### src/rtl/refill_rd_arbiter.sv
// Round-robin arbiter between the I$ refill and prefetch read requesters onto one AXI shim read port.
// Only one transaction is in flight at a time; returned beats are routed to the owner and protocol errors are flagged.
module refill_rd_arbiter #(
    parameter int AxiAddrWidth = 64,
    parameter int AxiDataWidth = 64,
    parameter int AxiIdWidth   = 4,
    parameter int LineWidth    = 128
) (
    input  logic                         clk_i,
    input  logic                         rst_ni,
    input  logic [1:0]                   req_i,
    output logic [1:0]                   gnt_o,
    input  logic [1:0][AxiAddrWidth-1:0] addr_i,
    input  logic [1:0]                   nc_i,
    input  logic [1:0][AxiIdWidth-1:0]   tid_i,
    output logic [1:0]                   rvalid_o,
    output logic                         rlast_o,
    output logic [AxiDataWidth-1:0]      rdata_o,
    output logic [AxiIdWidth-1:0]        rid_o,
    output logic                         shim_req_o,
    output logic [AxiAddrWidth-1:0]      shim_addr_o,
    output logic [7:0]                   shim_blen_o,
    output logic [2:0]                   shim_size_o,
    output logic [AxiIdWidth-1:0]        shim_id_o,
    input  logic                         shim_gnt_i,
    input  logic                         shim_valid_i,
    input  logic                         shim_last_i,
    input  logic [AxiDataWidth-1:0]      shim_data_i,
    input  logic [AxiIdWidth-1:0]        shim_id_i,
    output logic                         err_o
);

    localparam int         Beats    = LineWidth / AxiDataWidth;
    localparam logic [7:0] FullBlen = 8'(Beats - 1);
    localparam logic [2:0] SizeVal  = 3'($clog2(AxiDataWidth / 8));

    typedef enum logic [1:0] {
        IDLE,
        ADDR,
        DATA
    } state_e;

    state_e                  state_q, state_d;
    logic                    ptr_q, ptr_d;
    logic                    owner_q, owner_d;
    logic [AxiAddrWidth-1:0] addr_q, addr_d;
    logic [7:0]              blen_q, blen_d;
    logic [AxiIdWidth-1:0]   tid_q, tid_d;
    logic [7:0]              cnt_q, cnt_d;
    logic                    err_q, err_d;
    logic                    winner;

    always_ff @(posedge clk_i or negedge rst_ni) begin
        if (!rst_ni) begin
            state_q <= IDLE;
            ptr_q   <= 1'b0;
            owner_q <= 1'b0;
            addr_q  <= '0;
            blen_q  <= '0;
            tid_q   <= '0;
            cnt_q   <= '0;
            err_q   <= 1'b0;
        end else begin
            state_q <= state_d;
            ptr_q   <= ptr_d;
            owner_q <= owner_d;
            addr_q  <= addr_d;
            blen_q  <= blen_d;
            tid_q   <= tid_d;
            cnt_q   <= cnt_d;
            err_q   <= err_d;
        end
    end

    always_comb begin
        state_d  = state_q;
        ptr_d    = ptr_q;
        owner_d  = owner_q;
        addr_d   = addr_q;
        blen_d   = blen_q;
        tid_d    = tid_q;
        cnt_d    = cnt_q;
        err_d    = 1'b0;
        gnt_o    = '0;
        rvalid_o = '0;
        rlast_o  = 1'b0;
        winner   = req_i[ptr_q] ? ptr_q : ~ptr_q;

        case (state_q)
            IDLE: begin
                // Any beat arriving with nothing outstanding is dropped and flagged.
                err_d = shim_valid_i;
                if (|req_i) begin
                    gnt_o[winner] = 1'b1;
                    owner_d       = winner;
                    addr_d        = addr_i[winner];
                    blen_d        = nc_i[winner] ? 8'd0 : FullBlen;
                    tid_d         = tid_i[winner];
                    state_d       = ADDR;
                end
            end
            ADDR: begin
                err_d = shim_valid_i;
                if (shim_gnt_i) begin
                    cnt_d   = blen_q;
                    state_d = DATA;
                end
            end
            DATA: begin
                if (shim_valid_i) begin
                    rvalid_o[owner_q] = 1'b1;
                    rlast_o           = shim_last_i;
                    err_d             = (shim_id_i != tid_q);
                    // A last beat always closes the transaction, even when it arrives early.
                    if (shim_last_i) begin
                        err_d   = err_d | (cnt_q != 8'd0);
                        state_d = IDLE;
                        ptr_d   = ~owner_q;
                    end else if (cnt_q == 8'd0) begin
                        err_d = 1'b1;
                    end else begin
                        cnt_d = cnt_q - 8'd1;
                    end
                end
            end
            default: state_d = IDLE;
        endcase
    end

    assign shim_req_o  = (state_q == ADDR);
    assign shim_addr_o = addr_q;
    assign shim_blen_o = blen_q;
    assign shim_size_o = SizeVal;
    assign shim_id_o   = tid_q;
    assign rdata_o     = shim_data_i;
    assign rid_o       = shim_id_i;
    assign err_o       = err_q;

endmodule

### config.mk
export PLATFORM = sky130hd
export DESIGN_NAME = refill_rd_arbiter
export DESIGN_NICKNAME = d
export VERILOG_FILES = /design/src/rtl/refill_rd_arbiter.sv
export SDC_FILE = /design/constraint.sdc
export NUM_CORES = 1
export LEC_CHECK = 0
export ABC_AREA = 0
export BUFFER_PORTS_ARGS = -buffer_cell sky130_fd_sc_hd__buf_2
export CORE_AREA = 2 2 142 144
export DETAILED_ROUTE_END_ITERATION = 10
export DIE_AREA = 0 0 144 146
export RECOVER_POWER = 25
export REMOVE_ABC_BUFFERS = 1
export SETUP_SLACK_MARGIN = 0.15
export SLEW_MARGIN = 15
export SYNTH_ARGS = -nofsm -noshare
export SYNTH_HDL_FRONTEND = slang
export SYNTH_SLANG_ARGS = --single-unit
### constraint.sdc
create_clock -name clk_i -period 2.8 [get_ports clk_i]
set_input_delay 0.14 -clock clk_i [delete_from_list [all_inputs] [get_ports clk_i]]
set_output_delay 0.14 -clock clk_i [all_outputs]
set_load 0.05 [all_outputs]
==> run metrics, run 1 <==
Final Worst Setup Slack=0.709 ns; Crit path required time=2.66 ns; Crit. End Element=primary output; Clock Sink Count=82; startpoint type of the worst setup path=flip-flop; DRC violations left=0; fillers=2075; Setup WS pre-CTS=1.05 ns; dpl hpwl=12600 um; Top Ports=367; largest net degree at the start of global routing=83; Total Nets Final=831; actual slew at the worst max-slew pin=0.866 ns; CP cell instances=nor2b_1 > nand3_1 > inv_1 > buf_2; CTS tree=yes; register area share after synthesis=0.447; detailed-route via count=3658; Max Root-Sink Buffers=2; worst-path fanout max=10; DRT Pass-1 Iters=4; clk root buf=clkbuf_16; Hold Crit Class=input port to flip-flop; H-tree Lvls=3; unrepaired setup endpoints after global routing=no; worst setup path category=flip-flop to primary output; Crit-path slowest cell=nor2b_1; VDD IR max=0.474 mV; final hold vios=0; routed vias/inst=4.13; Max Fclk=478 MHz; Total GRT Usage=0.145; I/O Buffers=228; Setup-failing EPs final=0; reg2reg start=cnt_q[0]; Max Slew Vio Count=0; chip width=144 um; post-route minimum period=2.09 ns; Post-Synthesis Cells=465; YS warnings=0; most common cell after layout, fill and taps aside=buf_2; global placement routability congestion=0.760; Layout area overhead=27.6%; R2R setup slack=1.06 ns; RR Endpoint=cnt_q[5]; clk_skew=0.00652 ns; global route overflow=0; Rows=51; ANT cells=0; clock slew at reported path FFs=0.06 ns; reg2reg path depth=6; Netlist Area Pre-Place=4590 um^2; synth unique cells=38; initial core utilization=0.237; Hold Crit Start=shim_gnt_i; hold-critical path depth=2; Slowest Stage Delay on Critical Path=0.63 ns; Die Area=21000 um^2; Setup Buffers After CTS=0; most frequent cells in the layout=223 x buf_2, 82 x dfrtp_1, 78 x nand2_1, 69 x mux2i_1, 56 x o21ai_0; Pwr Total=7960 uW; Finished Core Util=0.303; CTS Buf Count=9; Core Area=19300 um^2; drt initial violations=134; Chip Height=146 um; first-pass GRT wire length=22200 um; WL per Instance=17.5 um; Pwr Density=1360 nW/um^2; status=complete, no violations; routed wire length=15500 um; Maximum Capacitance Violations=0; Critical Path AT=1.95 ns; Clock Latency Late Sink=0.34 ns; Tcrit/Tclk final=0.747; syn_area_per_cell=9.87 um^2; Rel. slew slack=0.420; Cells after DPL=869; Hold Path End=state_q[0]; leakage power=0.00306 uW; share of layout cells above drive strength 1=0.413; flop and latch count out of synthesis=82; Layout Cells excl Fill=885; vias in the first global route=3654; Routed Antenna Nets=0; initial antenna violation count=0
cell families after synthesis:
group / share of synthesized area
buffers and inverters: 0.161
and+or+nand+nor: 0.0962
AOI/OAI and AO/OA: 0.122
DFF: 0.447
muxes: 0.155
xor gates and xnor gates: 0.0114
adders and majority gates: 0.00545
other: 0.00164
how the worst max path moves through the flow:
stage / endpoint / cells after the start / slack, ns / startpoint
floorplan: owner_q / 3 / -4.96 / ptr_q
CTS: rlast_o / 4 / 0.68 / state_q[1]
global placement: rlast_o / 4 / 1.08 / state_q[1]
detailed placement: rlast_o / 4 / 1.05 / state_q[1]
global route: rlast_o / 4 / 0.57 / state_q[1]
finish: rlast_o / 4 / 0.71 / state_q[1]
state kept, by name, indices dropped and copies added (netlist names):
register,cells
shim_addr_o,64
cnt_q,8
shim_id_o,4
state_q,2
err_o,1
owner_q,1
ptr_q,1
shim_blen_o,1
synthesized netlist by cell type, drive strengths merged:
cell     count  area share
conb         2      0.0016
or4          1      0.0016
inv          6      0.0049
dfrtp       82        0.45
nor3b        1      0.0027
xnor2        2      0.0038
a2bb2oi      1      0.0033
xor2         4      0.0076
a41oi        1      0.0035
and3         1      0.0014
a211oi       1      0.0044
a31oi        9       0.016
o21ai       74       0.081
a22o         2      0.0038
a21o         1      0.0016
nor4         1      0.0046
nand2b       1      0.0014
o31ai        1      0.0016
a21oi        1      0.0011
mux2         1      0.0025
nand3b       1      0.0025
nor3         2      0.0022
ha           2      0.0055
nand2       79       0.065
nor2b        4      0.0055
o41ai        1      0.0035
and2b        1      0.0016
buf         96        0.15
nand3        1      0.0011
nor2         8      0.0065
clkbuf       6      0.0049
mux2i       70        0.15
o22a         1      0.0019
through the flow:
step,TNS (ns),cell area [um^2],hold slack (ns)
floorplan,-250.50,3900,-0.156
global placement,0,5460,0.280
detailed placement,0,5460,0.280
CTS,0,5850,0.0180
global route,0,5860,0.0337
finish,0,5860,0.0424
power by group:
| group | total [uW] | internal [uW] | switching, uW |
|---|---|---|---|
| Sequential | 2130 | 1760 | 366 |
| Clock | 1550 | 1070 | 474 |
| Combinational | 4280 | 1120 | 3160 |
worst max-delay path: cells and delay by family, from the launching register on:
family,cells,cell delay (ns)
flops,1,0.44
buf+inv,2,0.34
simple gates,2,0.84
metal layers:
layer  routed length, um  track usage  share of wire
met5                  68       0.0407         0.0044
met4                 224       0.0500          0.014
met3                3320        0.142           0.21
met2                6280        0.201           0.41
met1                5590        0.149           0.36
area by class of cell:
type	instances	area, um^2	share of cell area
well taps	265	332	0.0566
repair buffers	234	1210	0.207
clock buffers	10	239	0.0408
clock inverters	5	150	0.0256
flip-flops and latches	82	2050	0.350
multi-input cells	283	1850	0.315
inverters	6	22.5	0.00384
timing repair:
| item | 4_1_cts | 5_1_grt |
|---|---|---|
| hold buffers | 0 | 1 |
| endpoints found under the hold margin | 0 | 82 |
| gates resized for setup | 0 | 0 |
(Power assumes the default switching activity.)
==> run 2, diff against run 1 <==
clock period = 1.7 ns   (was 2.8 ns; I/O delays follow)
==> run metrics, run 2 (synthesis gave the netlist of run 1 again) <==
most frequent cells in the layout=218 x buf_2, 82 x dfrtp_1, 78 x nand2_1, 59 x o21ai_1, 50 x mux2i_1 (was 223 x buf_2, 82 x dfrtp_1, 78 x nand2_1, 69 x mux2i_1, 56 x o21ai_0); final hold vios=0 (unchanged); Max Root-Sink Buffers=2 (unchanged); clk root buf=clkbuf_16 (unchanged); clk_skew=0.00560 ns (was 0.00652 ns); Setup-failing EPs final=0 (unchanged); clock slew at reported path FFs=0.06 ns (about the same); startpoint type of the worst setup path=flip-flop (unchanged); initial antenna violation count=0 (unchanged); detailed-route via count=4003 (was 3658); routed wire length=17700 um (was 15500 um); Crit. End Element=primary output (unchanged); worst setup path category=flip-flop to primary output (unchanged); largest net degree at the start of global routing=71 (was 83); Pwr Density=2120 nW/um^2 (was 1360 nW/um^2); Core Area=19300 um^2 (unchanged); global route overflow=0 (unchanged); Chip Height=146 um (unchanged); global placement routability congestion=0.776 (was 0.760); worst-path fanout max=4 (was 10); Hold Crit Class=input port to flip-flop (unchanged); WL per Instance=19.2 um (was 17.5 um); Rows=51 (unchanged); post-route minimum period=1.65 ns; Finished Core Util=0.339 (was 0.303); Maximum Capacitance Violations=0 (unchanged); Max Fclk=606 MHz; initial core utilization=0.237 (unchanged); ANT cells=0 (unchanged); Layout area overhead=42.7% (was 27.6%); Routed Antenna Nets=0 (unchanged); share of layout cells above drive strength 1=0.492 (was 0.413); Crit path required time=1.62 ns (was 2.66 ns); Rel. slew slack=0.494 (was 0.420); Cells after DPL=877 (was 869); I/O Buffers=228 (unchanged); chip width=144 um (unchanged); CTS Buf Count=9 (unchanged); fillers=1971 (was 2075); Total Nets Final=870 (was 831); Pwr Total=13900 uW (was 7960 uW); Total GRT Usage=0.158 (was 0.145); routed vias/inst=4.33 (was 4.13); Top Ports=367 (unchanged); H-tree Lvls=3 (unchanged); vias in the first global route=3926 (was 3654); status=complete, no violations (unchanged); unrepaired setup endpoints after global routing=yes (was no); Critical Path AT=1.56 ns (was 1.95 ns); dpl hpwl=13000 um (was 12600 um); CTS tree=yes (unchanged); max reg flops=64 (unchanged); leakage power=0.00331 uW (was 0.00306 uW); Clock Sink Count=82 (unchanged); Clock Latency Late Sink=0.34 ns (about the same); actual slew at the worst max-slew pin=0.759 ns (was 0.866 ns); reg2reg path depth=6 (unchanged); first-pass GRT wire length=24000 um (was 22200 um); DRT Pass-1 Iters=4 (unchanged); DRC violations left=0 (unchanged); Tcrit/Tclk final=0.970; Layout Cells excl Fill=924 (was 885); Max Slew Vio Count=0 (unchanged); most common cell after layout, fill and taps aside=buf_2 (unchanged); hold-critical path depth=3 (was 2); Die Area=21000 um^2 (unchanged); VDD IR max=0.884 mV (was 0.474 mV); drt initial violations=123 (was 134)
run 2: critical path, stage by stage, from the launching register on:
cell     delay [ns]
dfrtp_1        0.40
mux2i_4        0.36
buf_12         0.17
nor2b_4        0.14
buf_6          0.16
run 2: power by group:
group	leakage, uW	total, uW	internal (uW)	switching [uW]
Combinational	0.00216	8550	2840	5710
Sequential	0.00102	3510	2900	612
Clock	0.000138	1820	1050	763
run 2: what timing repair did:
action	in CTS	in global routing
pin swaps	2	6
setup buffers	13	8
hold endpoints to repair	28	0
cloned	2	6
setup endpoints to repair	30	81
hold buffers	3	0
gates resized for setup	10	102
run 2: path summary, 6_finish.rpt:
path / from / endpoint / slack, ns
worst min-delay path: addr_i[98] / shim_addr_o[34] / 0.02
worst max register to register: ptr_q / shim_addr_o[6] / 0.06
worst min register to register: shim_addr_o[21] / shim_addr_o[21] / 0.47
min in group asynchronous: rst_ni / shim_addr_o[43] / 0.36
max in group asynchronous: rst_ni / shim_addr_o[63] / 0.56
worst max-delay path: ptr_q / gnt_o[0] / 0.05
run 2: final cells by class:
type                    instances  area (um^2)  area share
repair buffers                273         1800       0.275
multi-input cells             283         2070       0.316
well taps                     265          332      0.0506
clock inverters                 3         15.0     0.00229
flip-flops and latches         82         2050       0.313
clock buffers                  12          256      0.0392
inverters                       6         22.5     0.00344
run 2: per-stage QoR:
step	cell area (um^2)	hold WS, ns	TNS, ns	worst slack [ns]
after floorplan	3900	-0.211	-330.63	-6.06
final	6550	0.0158	0	0.0504
after detailed placement	5570	0.0397	0	0.0715
after CTS	6110	0.00451	0	0.0476
after global placement	5570	0.0356	0	0.117
after global routing	6550	0.0115	-0.113	-0.0299
run 2: routing by layer:
metal | part of all wire | wire length, um | GRT usage | vias to the layer above
li1 | - | - | - | 1872
met4 | 0.011 | 199 | 0.0456 | 2
met3 | 0.19 | 3430 | 0.154 | 14
met2 | 0.43 | 7640 | 0.216 | 259
met1 | 0.36 | 6360 | 0.166 | 1856
met5 | 0.0039 | 69 | 0.0407 | -
==> run 3, diff against run 2 <==
ABC_CLOCK_PERIOD_IN_PS = 1600   (was not set)
CORE_AREA = 2 2 143 145   (was 2 2 142 144)
DIE_AREA = 0 0 145 147   (was 0 0 144 146)
clock period = 1.6 ns   (was 1.7 ns; I/O delays follow)
==> run metrics, run 3 (synthesis gave the netlist of run 1 again) <==
Slowest Stage Delay on Critical Path=0.40 ns (about the same); Top Ports=367 (unchanged); CTS Buf Count=9 (unchanged); Layout Cells excl Fill=936 (was 924); initial antenna violation count=0 (unchanged); global route overflow=0 (unchanged); unrepaired setup endpoints after global routing=yes (unchanged); Chip Height=147 um (was 146 um); vias in the first global route=3930 (was 3926); area occupied by multi-input gates=2060 um^2 (was 2070 um^2); DRT Pass-1 Iters=6 (was 4); Pwr Density=2270 nW/um^2 (was 2120 nW/um^2); GR Util met3=0.163 (was 0.154); max reg flops=64 (unchanged); Max Slew Vio Count=0 (unchanged); global placement routability congestion=0.802 (was 0.776); Rows=52 (was 51); met1 Use GR=0.186 (was 0.166); Crit path required time=1.83 ns (was 1.62 ns); startpoint type of the worst setup path=flip-flop (unchanged); chip width=145 um (was 144 um); Max Root-Sink Buffers=2 (unchanged); routed wire length=18000 um (was 17700 um); gr busiest metal=met2 (unchanged); Core Area=19800 um^2 (was 19300 um^2); largest net degree at the start of global routing=83 (was 71); detailed-route via count=3980 (was 4003); Crit. End Element=flip-flop (was primary output); Final Worst Setup Slack=0.00265 ns (was 0.0504 ns); I/O Buffers=228 (unchanged); leakage power=0.00333 uW (was 0.00331 uW); Max Fclk=626 MHz; DRC violations left=0 (unchanged); worst setup path category=flip-flop to flip-flop (was flip-flop to primary output); post-route minimum period=1.60 ns; Critical Path AT=1.83 ns (was 1.56 ns); Maximum Capacitance Violations=0 (unchanged); actual slew at the worst max-slew pin=0.522 ns (was 0.759 ns); WL per Instance=19.2 um (about the same); Tcrit/Tclk final=0.998; share of layout cells above drive strength 1=0.498 (was 0.492); Total Nets Final=877 (was 870); clock slew at reported path FFs=0.06 ns (about the same); first-pass GRT wire length=25700 um (was 24000 um); ANT cells=0 (unchanged); most common cell after layout, fill and taps aside=buf_2 (unchanged); H-tree Lvls=3 (unchanged); CTS tree=yes (unchanged); Crit-path slowest cell=dfrtp_1 (unchanged); Setup WS pre-CTS=0.0263 ns (was 0.0715 ns); most frequent cells in the layout=221 x buf_2, 79 x dfrtp_1, 78 x nand2_1, 57 x mux2i_1, 45 x o21ai_1 (was 218 x buf_2, 82 x dfrtp_1, 78 x nand2_1, 59 x o21ai_1, 50 x mux2i_1); dpl hpwl=13300 um (was 13000 um); Final Cell Area=6580 um^2 (was 6550 um^2); CP cell instances=mux2i_4 > buf_6 > bufbuf_16 > mux2i_2 > o21ai_1 (was mux2i_4 > buf_12 > nor2b_4 > buf_6); Clock Sink Count=82 (unchanged); grt met2 use=0.214 (was 0.216); Die Area=21300 um^2 (was 21000 um^2); clk_skew=0.00819 ns (was 0.00560 ns); Layout area overhead=43.2% (was 42.7%); Rel. slew slack=0.650 (was 0.494); VDD IR max=0.970 mV (was 0.884 mV); worst-path fanout max=7 (was 4); Cells after DPL=893 (was 877); Register Area=2060 um^2 (was 2050 um^2); routed vias/inst=4.25 (was 4.33); Clock Latency Late Sink=0.34 ns (about the same); Hold Crit Class=input port to flip-flop (unchanged); clk root buf=clkbuf_16 (unchanged); final hold vios=0 (unchanged); Setup-failing EPs final=0 (unchanged); drt initial violations=114 (was 123); status=complete, no violations (unchanged); placed cell area=5630 um^2 (was 5570 um^2); WHS=0.0117 ns (was 0.0158 ns); Routed Antenna Nets=0 (unchanged); Total GRT Usage=0.167 (was 0.158); fillers=2026 (was 1971); initial core utilization=0.231 (was 0.237)
-- run 3: where the power goes --
part           leakage [uW]  internal [uW]  switching [uW]
clock              0.000152           1410             851
sequential          0.00101           3090             661
combinational       0.00217           2920            6010
total               0.00333           7420            7520
-- run 3: layout make-up --
class / count / area share
clock buffers: 11 / 0.0369
repair buffers: 280 / 0.271
clock inverters: 4 / 0.0116
well taps: 270 / 0.0514
inverters: 6 / 0.00343
multi-input cells: 283 / 0.313
flip-flops and latches: 82 / 0.313
-- run 3: metrics by stage --
step	utilization	TNS, ns	power (uW)
finish	0.331	0	14900
CTS	0.323	-0.0112	14800
floorplan	-	-337.94	9280
detailed placement	0.284	0	11600
global route	0.331	-1.71	15900
global placement	0.284	0	11500
-- run 3: timing repair --
action,4_1_cts,5_1_grt
hold buffers,8,0
resized for setup,64,37
pin swaps,10,13
gates cloned,4,0
setup buffers,11,5
endpoints found under the setup margin,57,84
hold endpoints to repair,87,0
-- run 3: worst max-delay path: cells and delay by family, from the launching register on --
| family | cells | cell delay, ns |
|---|---|---|
| multiplexers | 2 | 0.52 |
| buffers and inverters | 2 | 0.48 |
| flip-flops | 1 | 0.40 |
| AO/OA/AOI/OAI | 1 | 0.08 |
-- run 3: routing by layer --
layer	wire, um	vias to the layer above
met5	280	-
met4	215	6
met3	3410	19
met2	6900	291
met1	7190	1787
li1	-	1877
-- run 3: path summary, 6_finish.rpt --
path | startpoint | endpoint | slack (ns) | cells after the start
max | ptr_q | shim_id_o[2] | 0.003 | 5
min | addr_i[99] | shim_addr_o[35] | 0.01 | 3
max reg2reg | ptr_q | shim_id_o[2] | 0.003 | 5
min reg2reg | shim_addr_o[50] | shim_addr_o[50] | 0.47 | 2
max in group asynchronous | rst_ni | cnt_q[4] | 0.92 | 3
min in group asynchronous | rst_ni | shim_addr_o[26] | 0.32 | 3
